`src/rtl/time_pkg.sv`:
```
// Shared constants and types for the h:m:s timekeeping counter.
package time_pkg;
   localparam int SEC_MOD_D = 60;
   localparam int MIN_MOD_D = 60;
   localparam int HR_MOD_D  = 24;
   localparam int DAY_MOD_D = 7;

   typedef logic [7:0] field_t;
endpackage

```
`src/rtl/ct_mod_n.sv`:
```
// Modulo-N up counter with synchronous reset and a terminal-count carry flag.
module ct_mod_n #(
   parameter int N     = 60,
   parameter int WIDTH = 8
) (
   input  logic             clk,
   input  logic             reset,
   input  logic             en,
   output logic [WIDTH-1:0] ct_out,
   output logic             z
);
   localparam logic [WIDTH-1:0] LAST = WIDTH'(N - 1);

   logic [WIDTH-1:0] ct_q, ct_d;

   always_comb begin
      ct_d = ct_q;
      if (en) begin
         ct_d = (ct_q == LAST) ? '0 : ct_q + WIDTH'(1);
      end
   end

   always_ff @(posedge clk) begin
      if (reset) begin
         ct_q <= '0;
      end else begin
         ct_q <= ct_d;
      end
   end

   assign ct_out = ct_q;
   assign z      = en && (ct_q == LAST);
endmodule

```
`src/rtl/time_counter_hms.sv`:
```
// Cascaded seconds/minutes/hours counter with manual set pulses.
// Optional day-of-week output `days` when TIME_DAY_COUNT_EN is defined.
module time_counter_hms
   import time_pkg::*;
#(
   parameter int WIDTH   = 8,
   parameter int SEC_MOD = SEC_MOD_D,
   parameter int MIN_MOD = MIN_MOD_D,
   parameter int HR_MOD  = HR_MOD_D
) (
   input  logic             clk,
   input  logic             reset,
   input  logic             tick,
   input  logic             run_en,
   input  logic             set_min,
   input  logic             set_hr,
   output logic [WIDTH-1:0] secs,
   output logic [WIDTH-1:0] mins,
   output logic [WIDTH-1:0] hrs,
`ifdef TIME_DAY_COUNT_EN
   output logic [2:0]       days,
`endif
   output logic             day_wrap
);
   logic set_any, run_tick;
   logic sec_rst, min_en, hr_en;
   logic sec_z, min_z, hr_z;
   logic wrap_d, day_wrap_q;

   // Set pulses take priority over tick and suppress any cascaded carry.
   assign set_any  = set_min | set_hr;
   assign run_tick = tick & run_en & ~set_any;
   assign sec_rst  = reset | set_any;
   assign min_en   = set_min | sec_z;
   assign hr_en    = set_hr | (min_z & ~set_any);
   assign wrap_d   = hr_z & ~set_any;

   ct_mod_n #(.N(SEC_MOD), .WIDTH(WIDTH)) u_sec (
      .clk    (clk),
      .reset  (sec_rst),
      .en     (run_tick),
      .ct_out (secs),
      .z      (sec_z)
   );

   ct_mod_n #(.N(MIN_MOD), .WIDTH(WIDTH)) u_min (
      .clk    (clk),
      .reset  (reset),
      .en     (min_en),
      .ct_out (mins),
      .z      (min_z)
   );

   ct_mod_n #(.N(HR_MOD), .WIDTH(WIDTH)) u_hr (
      .clk    (clk),
      .reset  (reset),
      .en     (hr_en),
      .ct_out (hrs),
      .z      (hr_z)
   );

`ifdef TIME_DAY_COUNT_EN
   logic day_z_unused;

   ct_mod_n #(.N(DAY_MOD_D), .WIDTH(3)) u_day (
      .clk    (clk),
      .reset  (reset),
      .en     (wrap_d),
      .ct_out (days),
      .z      (day_z_unused)
   );
`endif

   always_ff @(posedge clk) begin
      if (reset) begin
         day_wrap_q <= 1'b0;
      end else begin
         day_wrap_q <= wrap_d;
      end
   end

   assign day_wrap = day_wrap_q;
endmodule

```
`config.mk`:
```
export PLATFORM = sky130hd
export DESIGN_NAME = time_counter_hms
export DESIGN_NICKNAME = d
export VERILOG_FILES = /design/src/rtl/time_pkg.sv /design/src/rtl/ct_mod_n.sv /design/src/rtl/time_counter_hms.sv
export SDC_FILE = /design/constraint.sdc
export NUM_CORES = 1
export LEC_CHECK = 0
export ABC_AREA = 1
export CAP_MARGIN = 15
export CELL_PAD_IN_SITES_DETAIL_PLACEMENT = 1
export CELL_PAD_IN_SITES_GLOBAL_PLACEMENT = 1
export CORE_MARGIN = 10
export CORE_UTILIZATION = 34
export CTS_BUF_LIST = sky130_fd_sc_hd__clkbuf_2
export CTS_CLUSTER_SIZE = 40
export DETAILED_ROUTE_END_ITERATION = 8
export MAX_ROUTING_LAYER = met4
export PLACE_DENSITY = 0.8
export SYNTH_ARGS = -nofsm -noshare
export SYNTH_HDL_FRONTEND = slang
export SYNTH_SLANG_ARGS = --single-unit
export TNS_END_PERCENT = 5
```
`constraint.sdc`:
```
create_clock -name clk -period 1.3 [get_ports clk]
set_input_delay 0.26 -clock clk [delete_from_list [all_inputs] [get_ports clk]]
set_output_delay 0.26 -clock clk [all_outputs]
set_load 0.005 [all_outputs]
```
==> summary.txt, run 1 <==
Status -> finished, violations left
Failing checks -> negative setup slack
First-pass GRT wire length -> 8.91 mm
Combinational share of power -> 0.198
Global-route met2 utilization -> 0.257
I/O pin total -> 31
VDD IR max -> 354 µV
Final Cell Area -> 0.00239 mm²
Clock Pin Slew Worst Setup and Hold Paths -> 0.28 ns
Buffers on Ports -> 30
Vias in the first global route -> 1,854
Rows -> 23
Sw Share -> 0.304
Reg2reg setup slack -> -0.28 ns
Die Ht -> 85.1 µm
CTS root buffer -> clkbuf_2
FILL cells -> 508
Worst setup startpoint -> u_min.ct_out[0]$_SDFFE_PP0N_
Worst-Margin Slew -> 0.296 ns
Worst r2r dst -> u_hr.ct_out[0]$_SDFFE_PP0P_
Final setup margin -> -0.278 ns
Psw -> 0.433 mW
Flops & latches, synth -> 25
Slew Limit Fails -> 0
Top delay family on crit path -> simple AND/OR/NAND/NOR gates
R2r startpoint -> u_min.ct_out[0]$_SDFFE_PP0N_
DP Worst Slack -> -0.426 ns
Power Internal -> 0.991 mW
Routed via count -> 1,665
CTS tree -> yes
Hold path start -> u_min.ct_out[5]$_SDFFE_PP0N_
Max stage delay on crit path -> 0.40 ns
Hold Path Class -> reg2reg
Remaining Overflow, GRT -> 0
Top cell by count, worst path -> nor2_1
Netlist Area Pre-Place -> 0.00144 mm²
Crit. End Element -> flip-flop
Final min period -> 1.58 ns
Bufs on Longest Clock Path -> 2
Final worst path period share -> 1.21
GRT Max-Usage Layer -> met2
Critical Path RT -> 1.63 ns
Clock buffer count from CTS -> 3
M3 GR Usage -> 0.0249
Clk pwr share -> 0.243
Total routed wirelength -> 5.62 mm
Seq/Total Area, Yosys -> 0.348
Syn. warnings -> 0
Final setup fails -> 25
Initial Utilization -> 0.355
Crit path launch type -> flip-flop
Full die area -> 0.00723 mm²
Via/cell ratio -> 4.93
Core Util, Final -> 0.590
Peak Freq -> 634 MHz
Netlist cell types -> 30
N_diodes -> 0
Sink Count -> 25
Antenna violations before repair -> 0
RSZ-0062 raised after global routing -> yes
Worst Path Max Fanout -> 8
Final hold violations -> 0
Routed WL per cell -> 16.6 µm
Layout cells sized above 1 -> 0.517
Largest net degree at the start of global routing -> 15
Syn_nets -> 204
CP Cell Sequence -> buf_4 -> ha_4 -> nand3_4 -> nor2_4 -> nand4_4 -> nand2_4 -> inv_6 -> nor2_1 -> nor2_1
Core area -> 0.00406 mm²
Latest clock arrival within the worst-skew pair -> 0.39 ns
Reg power frac -> 0.558
Slew headroom -> 0.802
Crit path max-delay cell type -> dfxtp_2
Pwr/cell area -> 595 mW/mm²
Met1 usage -> 0.171
Nets -> 298
Cell Area, Placed -> 0.00214 mm²
Die width -> 85.1 µm
Layout Skew -> 0.0118 ns
DRT antenna net count -> 0
WP depth -> 9
FF-to-FF path depth -> 9
Number of max-cap violations -> 0
Dpl hpwl -> 3.70 mm
Htree depth -> 1
Static Leak -> 1.11 nW
Layout area overhead -> 66.3%
Total GRT Usage -> 0.152
Gp weighted congestion -> 0.752
Synth Instances -> 195
Kind of critical path -> reg2reg
Avg Cell Area, Syn -> 7.38 µm²
1st-iter DRT viols -> 56
Arr. time, crit path -> 1.91 ns
Sum of buffers and inverters on the critical path -> 2
DR pass1 iterations -> 4
CP endpoint -> u_hr.ct_out[0]$_SDFFE_PP0P_
# DRC -> 0
## worst min-delay path by stage
stage                                         endpoint  slack [ns]  cells past startpoint
after floorplan           u_min.ct_out[0]$_SDFFE_PP0N_        0.44                      3
after global placement     u_hr.ct_out[4]$_SDFFE_PP0P_        0.57                      2
after detailed placement   u_hr.ct_out[1]$_SDFFE_PP0P_        0.59                      3
after CTS                 u_min.ct_out[0]$_SDFFE_PP0N_        0.63                      3
after global routing      u_min.ct_out[0]$_SDFFE_PP0N_        0.66                      3
final                     u_min.ct_out[5]$_SDFFE_PP0N_        0.64                      3
## power by group through the flow
| stage | Sequential (mW) | Clock [mW] | Combinational (mW) |
|---|---|---|---|
| global route | 0.799 | 0.381 | 0.309 |
| global placement | 0.814 | 0 | 0.231 |
| floorplan | 0.820 | 0 | 0.104 |
| CTS | 0.792 | 0.352 | 0.259 |
| finish | 0.795 | 0.347 | 0.282 |
| detailed placement | 0.815 | 0 | 0.240 |
## through the flow
step	hold slack, ns	std cells	setup TNS (ns)	power, mW
2_1_floorplan	0.440	195	-0.265	0.924
3_3_place_gp	0.566	317	-7.59	1.05
6_report	0.637	338	-3.63	1.42
3_5_place_dp	0.591	317	-8.69	1.05
4_1_cts	0.630	335	-3.91	1.40
5_1_grt	0.655	338	-5.81	1.49
## worst reg2reg max path: cells and delay by family (launching register included)
| family | cells | cell delay (ns) |
|---|---|---|
| simple gates | 6 | 0.80 |
| flops | 1 | 0.40 |
| fa+ha+maj | 1 | 0.15 |
| buf+inv | 2 | 0.17 |
## cell usage after synthesis (all sizes together)
library cell	count	share of area
a21oi	13	0.056
and3b	1	0.0061
buf	1	0.0078
clkbuf	1	0.0026
dfxtp	25	0.35
ha	3	0.026
inv	20	0.054
nand2	46	0.14
nand3	19	0.080
nand3b	5	0.029
nand4	3	0.028
nor2	42	0.14
nor3	3	0.010
nor3b	2	0.017
o21ai	2	0.0070
o22ai	1	0.0044
xnor2	1	0.0061
xor2	7	0.043
## routing by layer
layer / part of all wire / up-vias
met3: 0.043 / 8
met5: 0 / -
met1: 0.43 / 813
li1: - / 816
met2: 0.51 / 28
met4: 0.013 / 0
## flip-flops by register name (all words and copies together), names as in the netlist
| register | cells |
|---|---|
| u_hr.ct_out | 8 |
| u_min.ct_out | 8 |
| u_sec.ct_out | 8 |
| day_wrap | 1 |
## what timing repair did
item | CTS | global route
gates resized for setup | 82 | 45
setup endpoints to repair | 49 | 46
pin swaps | 3 | 5
hold buffers | 0 | 0
buffers inserted | 14 | 3
## cells in the final DEF, fill, tap and decap left out, types with 2 or more instances in the layout
cell type        count
a21oi_1              7
a21oi_2              5
buf_4               52
buf_6               14
clkbuf_2            15
clkdlybuf4s15_1      6
clkdlybuf4s50_1      5
dfxtp_2             21
dfxtp_4              3
ha_4                 2
inv_1               16
inv_2                2
nand2_1             38
nand2_2              3
nand2_4              5
nand3_1             15
nand3_2              2
nand3_4              2
nand3b_1             4
nor2_1              32
nor2_2               7
nor2_4               2
nor3_2               3
nor3b_2              2
xor2_1               7
## cell families (layout without fill, tap and decap cells)
| group | after synthesis | count (layout) | share of synthesized area |
|---|---|---|---|
| DFF | 25 | 25 | 0.348 |
| AOI/OAI and AO/OA | 16 | 16 | 0.0670 |
| xor gates and xnor gates | 8 | 8 | 0.0487 |
| buffers and inverters | 22 | 115 | 0.0643 |
| adders and majority gates | 3 | 3 | 0.0261 |
| and+or+nand+nor | 121 | 121 | 0.446 |
## layout make-up
type / count / area [µm²] / area share
timing repair buffer: 91 / 747 / 0.312
inverter: 20 / 82.6 / 0.0345
clock inverter: 1 / 5.00 / 0.00209
multi-input combinational: 148 / 943 / 0.394
tap: 50 / 62.6 / 0.0261
clock buffer: 3 / 15.0 / 0.00627
sequential: 25 / 538 / 0.225
No activity file was read; power rests on OpenSTA's default activity.
==> inputs of run 2 (changes only) <==
SLEW_MARGIN = 0   (was not set)
==> results of run 2 <==
The final DEF is identical to that of run 1; final timing and power are the same.
==> inputs of run 3 (changes only) <==
PLACE_DENSITY = 0.83   (was 0.8)
==> run 3 against run 2 <==
Net effect:
- the run still ends with negative setup slack left
- count of clock-buffer cells in the layout grew 1
- power grew 2.3%
- final area grew 1.1%
- clock skew grew 0.024 ns
- flip-flop and latch count is the same
- via count grew 3.5%
- die area is the same
- non-clock buffer count shrank 2
- sequential share of layout area shrank 0.46 points
- cell count shrank 0.59%
- utilization grew 0.68 points
- sequential power grew 0.5%
- largest cell class unchanged
==> summary.txt, run 3 (same netlist as run 1, synthesis figures left out) <==
Most common cell after layout, fill and taps aside -> buf_4 (unchanged)
Worst r2r dst -> u_hr.ct_out[6]$_SDFFE_PP0P_ (was u_hr.ct_out[0]$_SDFFE_PP0P_)
Hold path cells -> 3 (unchanged)
Routed WL per cell -> 18.5 µm (was 16.6 µm)
Sw Share -> 0.307 (was 0.304)
RSZ-0062 raised after global routing -> yes (unchanged)
Die width -> 85.1 µm (unchanged)
Critical Path RT -> 1.61 ns (was 1.63 ns)
1st-iter DRT viols -> 130 (was 56)
Crit. End Element -> flip-flop (unchanged)
Rows -> 23 (unchanged)
Layout cells sized above 1 -> 0.524 (was 0.517)
Final worst path period share -> 1.20 (was 1.21)
Power Internal -> 1.01 mW (was 0.991 mW)
FF-to-FF path depth -> 9 (unchanged)
Buffers on Ports -> 30 (unchanged)
Layout Skew -> 0.0362 ns (was 0.0118 ns)
Worst-Margin Slew -> 0.340 ns (was 0.296 ns)
Gp weighted congestion -> 0.816 (was 0.752)
Worst Path Max Fanout -> 7 (was 8)
Total routed wirelength -> 6.22 mm (was 5.62 mm)
Number of max-cap violations -> 0 (unchanged)
Full die area -> 0.00723 mm² (unchanged)
Peak Freq -> 639 MHz (was 634 MHz)
Final min period -> 1.57 ns (was 1.58 ns)
Hold path start -> reset (was u_min.ct_out[5]$_SDFFE_PP0N_)
Initial Utilization -> 0.355 (unchanged)
Total GRT Usage -> 0.167 (was 0.152)
N_diodes -> 0 (unchanged)
R2r startpoint -> u_sec.ct_out[1]$_SDFFE_PP0P_ (was u_min.ct_out[0]$_SDFFE_PP0N_)
Total power -> 1.46 mW (was 1.42 mW)
Hold Path Class -> in2reg (was reg2reg)
Latest clock arrival within the worst-skew pair -> 0.41 ns (was 0.39 ns)
Post-Place Cells -> 314 (was 317)
Via/cell ratio -> 5.13 (was 4.93)
Dpl hpwl -> 3.55 mm (was 3.70 mm)
Psw -> 0.447 mW (was 0.433 mW)
Sink Count -> 25 (unchanged)
Clk pwr share -> 0.245 (was 0.243)
# DRC -> 0 (unchanged)
DR pass1 iterations -> 4 (unchanged)
Vias in the first global route -> 1,928 (was 1,854)
Core area -> 0.00406 mm² (unchanged)
DRT antenna net count -> 0 (unchanged)
Static Leak -> 1.09 nW (was 1.11 nW)
Htree depth -> 1 (unchanged)
Routed via count -> 1,723 (was 1,665)
Nets -> 296 (was 298)
Final setup fails -> 29 (was 25)
Slew Limit Fails -> 0 (unchanged)
Combinational share of power -> 0.206 (was 0.198)
Slew headroom -> 0.772 (was 0.802)
Final setup margin -> -0.265 ns (was -0.278 ns)
Kind of critical path -> reg2reg (unchanged)
Reg power frac -> 0.549 (was 0.558)
Bufs on Longest Clock Path -> 2 (unchanged)
Arr. time, crit path -> 1.88 ns (was 1.91 ns)
Clock buffer count from CTS -> 3 (unchanged)
CTS root buffer -> clkbuf_2 (unchanged)
Clock Pin Slew Worst Setup and Hold Paths -> 0.29 ns (was 0.28 ns)
Reg2reg setup slack -> -0.27 ns (was -0.28 ns)
Crit path launch type -> flip-flop (unchanged)
First-pass GRT wire length -> 9.78 mm (was 8.91 mm)
Status -> finished, violations left (unchanged)
Final hold violations -> 0 (unchanged)
Finished Layout Cells -> 336 (was 338)
Remaining Overflow, GRT -> 0 (unchanged)
I/O pin total -> 31 (unchanged)
VDD IR max -> 367 µV (was 354 µV)
CTS tree -> yes (unchanged)
Pwr/cell area -> 602 mW/mm² (was 595 mW/mm²)
Largest net degree at the start of global routing -> 14 (was 15)
Antenna violations before repair -> 0 (unchanged)
Most frequent cells in the layout -> buf_4, nand2_1, nor2_1 (unchanged)
Die Ht -> 85.1 µm (unchanged)
Layout area overhead -> 68.3% (was 66.3%)
Hold Path End -> u_min.ct_out[2]$_SDFFE_PP0N_ (was u_min.ct_out[5]$_SDFFE_PP0N_)
Failing checks -> negative setup slack (unchanged)
## run 3: worst max path at each step
stage	start	end	slack, ns	cells past startpoint
after floorplan	u_min.ct_out[1]$_SDFFE_PP0N_	u_hr.ct_out[7]$_SDFFE_PP0P_	-0.04	8
after global placement	set_min	u_min.ct_out[5]$_SDFFE_PP0N_	-0.40	9
after detailed placement	set_hr	u_sec.ct_out[7]$_SDFFE_PP0P_	-0.41	8
after CTS	u_min.ct_out[0]$_SDFFE_PP0N_	u_hr.ct_out[1]$_SDFFE_PP0P_	-0.11	9
after global routing	u_sec.ct_out[1]$_SDFFE_PP0P_	u_hr.ct_out[2]$_SDFFE_PP0P_	-0.33	9
final	u_sec.ct_out[1]$_SDFFE_PP0P_	u_hr.ct_out[6]$_SDFFE_PP0P_	-0.27	9
## run 3: power groups by stage
stage                     registers (mW)  clock network, mW  logic [mW]
after global placement             0.814                  0       0.219
after detailed placement           0.815                  0       0.229
after CTS                          0.796              0.335       0.250
after global routing               0.803              0.374       0.323
final                              0.799              0.358       0.300
after floorplan                    0.820                  0       0.104
## run 3: what timing repair did
item / 4_1_cts / 5_1_grt
setup buffers: 15 / 3
setup endpoints to repair: 47 / 48
gates resized for setup: 85 / 50
pin swaps: 11 / 6
hold buffers: 0 / 0
## run 3: final cells by class
type,count,area [µm²]
fill,503,1640
multi-input combinational,148,997
timing repair buffer,89,723
sequential,25,533
inverter,20,85.1
tap,50,62.6
clock buffer,4,20.0
## run 3: critical path, cell delays in order, from the launching register on
cell	delay (ns)
dfxtp_2	0.42
buf_6	0.10
ha_4	0.14
nand3_4	0.07
nor2_4	0.18
nand4_4	0.18
nand2_4	0.18
inv_8	0.07
nor2_4	0.08
nor2_1	0.05
## run 3: through the flow
stage          hold WS, ns   util  TNS (ns)  setup slack (ns)  area [µm²]
3_3_place_gp         0.556  0.520     -7.74            -0.399        2110
4_1_cts              0.634  0.572     -1.82            -0.110        2320
5_1_grt              0.625  0.597     -6.47            -0.333        2420
6_report             0.618  0.597     -4.65            -0.265        2420
3_5_place_dp         0.569  0.520     -8.25            -0.414        2110
2_1_floorplan        0.440      -    -0.265           -0.0449        1450
## run 3: per-layer routing
layer | up-vias | part of all wire | track usage
met5 | - | 0 | -
met4 | 0 | 0.032 | 0.0449
met3 | 19 | 0.040 | 0.0258
met2 | 49 | 0.53 | 0.300
met1 | 849 | 0.40 | 0.184
li1 | 806 | - | -
